## src/rtl/fetch_unit.sv

```systemverilog
// Fetch stage: owns the fetch PC, talks req/gnt/rvalid to imem and
// queues returned words in order for the fetch-to-decode register.
module fetch_unit #(
  parameter logic [31:0] RESET_PC  = 32'h0,
  parameter int unsigned BUF_DEPTH = 2,
  parameter logic [31:0] NOP_INSTR = 32'h00000013
) (
  input  logic        CLK,
  input  logic        RST,
  input  logic        Stall_En,
  input  logic        Redirect_En,
  input  logic [31:0] Redirect_PC,
  output logic        IMem_Req,
  output logic [31:0] IMem_Addr,
  input  logic        IMem_Gnt,
  input  logic        IMem_RValid,
  input  logic [31:0] IMem_RData,
  output logic [31:0] Instr_F,
  output logic [31:0] PC_F,
  output logic [31:0] PC_Plus_4_F,
  output logic        Valid_F
);

  localparam int PW = $clog2(BUF_DEPTH);
  localparam int CW = PW + 1;
  localparam int OW = CW + 1;
  localparam logic [OW-1:0] DEPTH = OW'(BUF_DEPTH);

  typedef struct packed {
    logic [31:0] pc;
    logic [31:0] instr;
  } entry_t;

  entry_t          fifo_q [BUF_DEPTH];
  entry_t          head;
  logic [31:0]     fetch_pc;
  logic [31:0]     req_pc;
  logic            outstanding;
  logic            discard;
  logic [CW-1:0]   count;
  logic [PW-1:0]   rd_ptr;
  logic [PW-1:0]   wr_ptr;
  logic            push;
  logic            pop;
  logic            grant;
  logic            out_after;
  logic [OW-1:0]   occ;
  logic            unused_bits;

  assign unused_bits = ^Redirect_PC[1:0];

  // A response only counts if it answers a request we still care about.
  assign push = IMem_RValid && outstanding
              && !discard && !Redirect_En;
  assign pop  = Valid_F && !Stall_En && !Redirect_En;

  assign out_after = outstanding && !IMem_RValid;

  // Occupancy reserves a slot for the in-flight word.
  assign occ = OW'(count) + OW'(push)
             - OW'(pop) + OW'(out_after);

  assign IMem_Req = !Redirect_En
                  && (!outstanding || push)
                  && (occ < DEPTH);

  assign grant     = IMem_Req && IMem_Gnt;
  assign IMem_Addr = fetch_pc;

  always_ff @(posedge CLK or posedge RST) begin
    if (RST) begin
      fetch_pc    <= RESET_PC;
      req_pc      <= '0;
      outstanding <= 1'b0;
      discard     <= 1'b0;
    end else if (Redirect_En) begin
      fetch_pc    <= {Redirect_PC[31:2], 2'b00};
      outstanding <= out_after;
      discard     <= out_after;
    end else begin
      if (grant) begin
        fetch_pc    <= fetch_pc + 32'd4;
        req_pc      <= fetch_pc;
        outstanding <= 1'b1;
      end else if (IMem_RValid) begin
        outstanding <= 1'b0;
      end
      if (IMem_RValid) begin
        discard <= 1'b0;
      end
    end
  end

  always_ff @(posedge CLK or posedge RST) begin
    if (RST) begin
      count  <= '0;
      rd_ptr <= '0;
      wr_ptr <= '0;
    end else if (Redirect_En) begin
      count  <= '0;
      rd_ptr <= '0;
      wr_ptr <= '0;
    end else begin
      if (push) begin
        wr_ptr <= wr_ptr + PW'(1);
      end
      if (pop) begin
        rd_ptr <= rd_ptr + PW'(1);
      end
      count <= count + CW'(push) - CW'(pop);
    end
  end

  // Storage needs no reset; count gates every read.
  always_ff @(posedge CLK) begin
    if (push) begin
      fifo_q[wr_ptr] <= '{pc: req_pc, instr: IMem_RData};
    end
  end

  assign head    = fifo_q[rd_ptr];
  assign Valid_F = (count != '0);

  always_comb begin
    Instr_F     = NOP_INSTR;
    PC_F        = '0;
    PC_Plus_4_F = '0;
    if (Valid_F) begin
      Instr_F     = head.instr;
      PC_F        = head.pc;
      PC_Plus_4_F = head.pc + 32'd4;
    end
  end

endmodule

```

## config.mk

```make
export PLATFORM = sky130hd
export DESIGN_NAME = fetch_unit
export DESIGN_NICKNAME = d
export VERILOG_FILES = /design/src/rtl/fetch_unit.sv
export SDC_FILE = /design/constraint.sdc
export NUM_CORES = 1
export LEC_CHECK = 0
export ABC_AREA = 0
export BUFFER_PORTS_ARGS = -buffer_cell sky130_fd_sc_hd__buf_2
export CORE_MARGIN = 1.5
export CORE_UTILIZATION = 50
export DETAILED_ROUTE_END_ITERATION = 8
export PLACE_DENSITY = 0.74
export SYNTH_ARGS = -nofsm -noshare
export SYNTH_HDL_FRONTEND = slang
export SYNTH_SLANG_ARGS = --single-unit
```

## constraint.sdc

```tcl
create_clock -name CLK -period 6.4 [get_ports CLK]
set_input_delay 0.32 -clock CLK [delete_from_list [all_inputs] [get_ports CLK]]
set_output_delay 0.32 -clock CLK [all_outputs]
set_load 0.05 [all_outputs]
```

## After elaboration in Yosys (flattened, before gate mapping)

Memories as Yosys holds them, arrays and structs flattened.
Cells that the tools add are included.

- RAM bits: 128
- Input bits: 70
- Flip-flop bits (word level): 70
- Memories kept: 1
- Output and inout bits: 130

Memory list:

| name | depth | bits a word | read ports | clocked after Yosys merged registers in | wr ports | RTL line | text |
|---|---|---|---|---|---|---|---|
| fifo_q | 2 | 64 | 1 | 0 | 1 | 34 | `entry_t fifo_q [BUF_DEPTH];` |

- Muxes and demuxes: 16
- Reductions and logical operators: 22
- $add $sub $neg: 9
- Magnitude comparators: 1
- Bitwise operators: 1

Operators with widths:

| cell | number |
|---|---|
| 2-to-1 mux 32 bit | 5 |
| adder 32 x 3 -> 32 bit, second input constant | 2 |
| 2-to-1 mux 1 bit | 10 |
| nonzero test 2 bit | 5 |
| logical AND 1 bit | 9 |
| logical NOT 1 bit | 5 |
| adder 2 x 1 -> 3 bit | 1 |
| adder 3 x 1 -> 3 bit | 1 |
| < comparator 3 x 2 -> 1 bit, second input constant | 1 |
| nonzero test 3 bit | 1 |
| subtractor 3 x 1 -> 3 bit | 1 |
| adder 1 bit, second input constant | 2 |
| adder 2 x 1 -> 2 bit | 1 |
| 2-to-1 mux 2 bit | 1 |
| AND reduction 2 bit | 1 |
| subtractor 2 x 1 -> 2 bit | 1 |
| logical OR 1 bit | 1 |
| inverter 1 bit | 1 |

## Depth between registers and ports, before layout

- Word-level depth: 11
- Depth in mapped cells: 15
- Gate-level depth less buffers: 12

## Least setup slack after synthesis

OpenSTA, ideal clock, no wires.

- Kind: flip-flop to flip-flop
- From: register discard
- To: memory fifo_q[0][0] (netlist name) (enable)
- Path slack: 2.454 ns
- Data arrival time: 3.463 ns
- Clock period less this slack: 3.946 ns
- Stages on the path, launching flop included: 4
- Data required time: 5.918 ns
- Path through: dfrtp_1 > nand2b_1 > or3_1 > nor2_1

- Longest elaborated chain between the ends: 5

Ends and longest elaborated chain:

| item | RTL line | text |
|---|---|---|
| start, declared | 39 | `logic discard;` |
| start signal, assigned | 79 | `discard <= out_after;` |
| logical NOT 1 bit | 54 | `&& !discard && !Redirect_En;` |
| logical AND 1 bit (2 in a row) | 54 |  |
| 2-to-1 mux 1 bit | 116 | `if (push) begin` |
| 2-to-1 mux 1 bit (not written as such) | 117 | `fifo_q[wr_ptr] <= '{pc: req_pc, instr: IMem_RData};` |
| end, declared | 34 |  |

Every way passes these cells.

## Worst setup path after layout

- From: register rd_ptr
- To: output PC_Plus_4_F[26]

- Longest elaborated chain between the ends: 3

Ends and longest elaborated chain:

| item | RTL line | text |
|---|---|---|
| start, declared | 41 | `logic [PW-1:0] rd_ptr;` |
| start signal, assigned | 108 | `rd_ptr <= rd_ptr + PW'(1);` |
| memory (2 x 64 bit) | n/a |  |
| adder 32 x 3 -> 32 bit | 131 | `PC_Plus_4_F = head.pc + 32'd4;` |
| 2-to-1 mux 32 bit | 128 | `if (Valid_F) begin` |
| end, declared | 20 | `output logic [31:0] PC_Plus_4_F,` |

Every way passes these cells.

==> results.yml <==
clocking:
  clock-sinks: 190
  cts_tree: "yes"
  ctsResizeCount: 0
  cts_setup_buffers: 0
  h-tree-depth: 4
  cts.clk_slew.worst_paths_ns: 0.07
  cts_buffer_depth: 2
  cts-root-buf: "clkbuf_16"
  insertion_delay_ns: 0.43
  cts_inserted_buffers: 17
  postCtsHoldBufs: 0
hold_path:
  min_path_type: "input pin to register"
  holdCritStartpoint: "IMem_RData[0]"
  hold_depth: 1
  hold_end: "fifo_q[0][0]"
power:
  seqPwrFrac_pct: 44.5
  p_int_mw: 2.44
  p_switching_mw: 1.37
  comb_power_share_pct: 26.1
  power_switching_share_pct: 35.9
  p_leak_nw: 4.38
  cellPowerDensity_nw_per_um2: 355
  p_clk_share_pct: 29.4
  ir_drop_mv: 0.204
setup_path:
  setup.worst_path.class: "register to primary output"
  rr_endpoint: "IMem_Addr[30]"
  worst_setup_path_start_kind: "register"
  rrSetupSlack_ns: 2.13
  arrival_ns: 4.26
  timing.rr.start: "outstanding"
  required_ns: 6.08
  reg2regPathDepth: 12
  crit_path_end_kind: "primary output"
  cp_max_fo: 47
synth:
  syn_area_sq_um: 8950
  synth_cell_types: 58
  async_flop_share_pct: 34.7
  synthCells: 817
  synth_edf_count: 124
  ys.flop_type: "edfxtp_1"
  synth_warnings: 0
  syn_area_per_cell_sq_um: 11.0
  synth-seq-area-share_pct: 60.1
  ys_seq_elements: 190
routing:
  post-route-drc-count: 0
  dr.pass1.iters: 5
  wl_per_cell_um: 16.6
  drt-vias-per-instance: 5.53
  drtIter0Drc: 589
  ant_nets: 0
  vias: 6808
  wl_mm: 20.4
place:
  preCtsSetupSlack_ns: 1.82
  port_buffers: 191
  hpwl_mm: 14.2
  placed_cell_area_sq_um: 10100
  place_congestion: 0.823
timing:
  setup_viol: 0
  slew_violations: 0
  fmax_mhz: 218
  fin_tns_setup_ns: 0
  skew_ns: 0.00975
  max_slew_margin_pct: 40.0
  rsz0062_at_grt: "no"
  setup_slack_ns: 1.82
  period_minus_slack_ns: 4.58
  tightest_slew_ns: 0.901
  hold_viol_final: 0
  hold_ws_ns: 0.0758
  finalCritPeriodShare_pct: 71.6
layout:
  diodes: 0
  design_area_sq_um: 10700
  synthToLayoutAreaGrowth_pct: 19.9
  layout.nets: 1069
  nFillCells: 1460
  final_util_pct: 61.6
  drive_gt1_share_pct: 24.6
run:
  maxCapViolCount: 0
grt:
  grt_usage_pct: 21.9
  grt_pass1_wl_mm: 31.7
  grt_max_degree: 79
  grt_pass1_vias: 6276
  antenna_found_initial: 0
  overflow: 0
floorplanning:
  fp.dieArea_sq_um: 18700
  die-height_um: 137
  ios: 200
  row_count: 48
  initial_utilization_pct: 51.4
  die_x_um: 137
  core_area_sq_um: 17400
run_status:
  status: "finished clean"
## area by class of cell
class / instances / area (sq um) / share of cell area, %
Timing Repair Buffer: 200 / 1020 / 9.54
Sequential cell: 190 / 5380 / 50.1
Multi-Input combinational cell: 569 / 3360 / 31.3
Clock inverter: 15 / 211 / 1.97
Tap cell: 225 / 282 / 2.62
Clock buffer: 17 / 425 / 3.97
Inverter: 14 / 52.6 / 0.490
## how the worst max path moves through the flow
| stage | slack (ns) | from | endpoint | cells after the start |
|---|---|---|---|---|
| 6_report | 1.82 | rd_ptr | PC_Plus_4_F[26] | 9 |
| 5_1_grt | 1.51 | rd_ptr | PC_Plus_4_F[26] | 9 |
| 4_1_cts | 1.73 | rd_ptr | PC_Plus_4_F[26] | 9 |
| 3_5_place_dp | 1.82 | Redirect_En | IMem_Addr[30] | 12 |
| 3_3_place_gp | 1.83 | Redirect_En | IMem_Addr[30] | 12 |
| 2_1_floorplan | 2.45 | discard | fifo_q[0][0] | 3 |
## routing by layer
metal  GRT usage [%]  routed length, um
met1            32.0               9370
met2            33.1               8790
met3            4.33               1930
met4            6.67                274
met5               0                  0
## sequential cells by signal, indices dropped and copies added, names as in the netlist
signal       flops
IMem_Addr       30
count            2
discard          1
fifo_q         124
outstanding      1
rd_ptr           1
req_pc          30
wr_ptr           1
## Yosys cell counts (all sizes together) (5+ instances only)
master | n | area (sq um)
mux2i | 57 | 574
nor3 | 10 | 50.1
nor2b | 10 | 62.6
o211ai | 9 | 67.6
buf | 23 | 128
ha | 6 | 75.1
nor4 | 6 | 43.8
o21ai | 40 | 204
nand4 | 18 | 128
and3 | 5 | 31.3
nor2 | 92 | 345
edfxtp | 124 | 3720
nand2b | 5 | 31.3
inv | 13 | 48.8
clkbuf | 26 | 97.6
and2 | 6 | 37.5
nand3 | 31 | 155
nand2 | 156 | 586
a21oi | 15 | 75.1
dfrtp | 66 | 1650
xnor2 | 11 | 96.3
o31ai | 10 | 75.1
a31oi | 6 | 37.5
o311ai | 11 | 96.3
or3 | 8 | 50.1
## power groups by stage
stage	registers (mW)	logic [mW]	clock network [mW]
after CTS	1.69	0.999	1.14
final	1.69	0.993	1.12
after global placement	1.71	0.977	0
after global routing	1.72	1.08	1.18
after detailed placement	1.72	0.995	0
after floorplan	1.73	0.695	0
## cell families after synthesis
kind of cell | share of synthesized area (%)
other | 0.0419
flip-flops | 60.1
adder cells (fa/ha/maj) | 1.06
buffers and inverters | 3.10
AO/OA/AOI/OAI | 9.16
XOR/XNOR | 1.47
multiplexers | 6.92
AND/OR/NAND/NOR | 18.2
## cells in the final DEF, fill, tap and decap left out, types with 5 or more instances in the layout
cell type	instances
a21oi_1	15
a31oi_1	6
and2_1	6
and3_1	5
buf_2	191
buf_4	9
clkbuf_16	17
conb_1	6
dfrtp_1	65
edfxtp_1	124
ha_1	6
inv_1	12
mux2i_1	56
nand2_1	156
nand2b_1	5
nand3_1	31
nand4_1	17
nor2_1	89
nor2b_1	10
nor3_1	10
nor4_1	5
o211ai_1	9
o21ai_0	39
o311ai_0	11
o31ai_1	10
or3_1	8
xnor2_1	11
## stage by stage
| stage | cells | total power [mW] |
|---|---|---|
| floorplan | 822 | 2.43 |
| global placement | 1198 | 2.69 |
| detailed placement | 1198 | 2.71 |
| CTS | 1230 | 3.83 |
| global route | 1230 | 3.97 |
| finish | 1230 | 3.81 |
## critical path: stages, from the launching register on
cell and delay (ns):
dfrtp_4 0.92, mux2i_1 0.34, inv_1 0.15, ha_1 0.16
inv_1 0.08, nor4_2 0.67, nand3_1 0.53, o31a_1 0.44
nor3_1 0.22, buf_2 0.32
No activity file was read; power rests on OpenSTA's default activity.
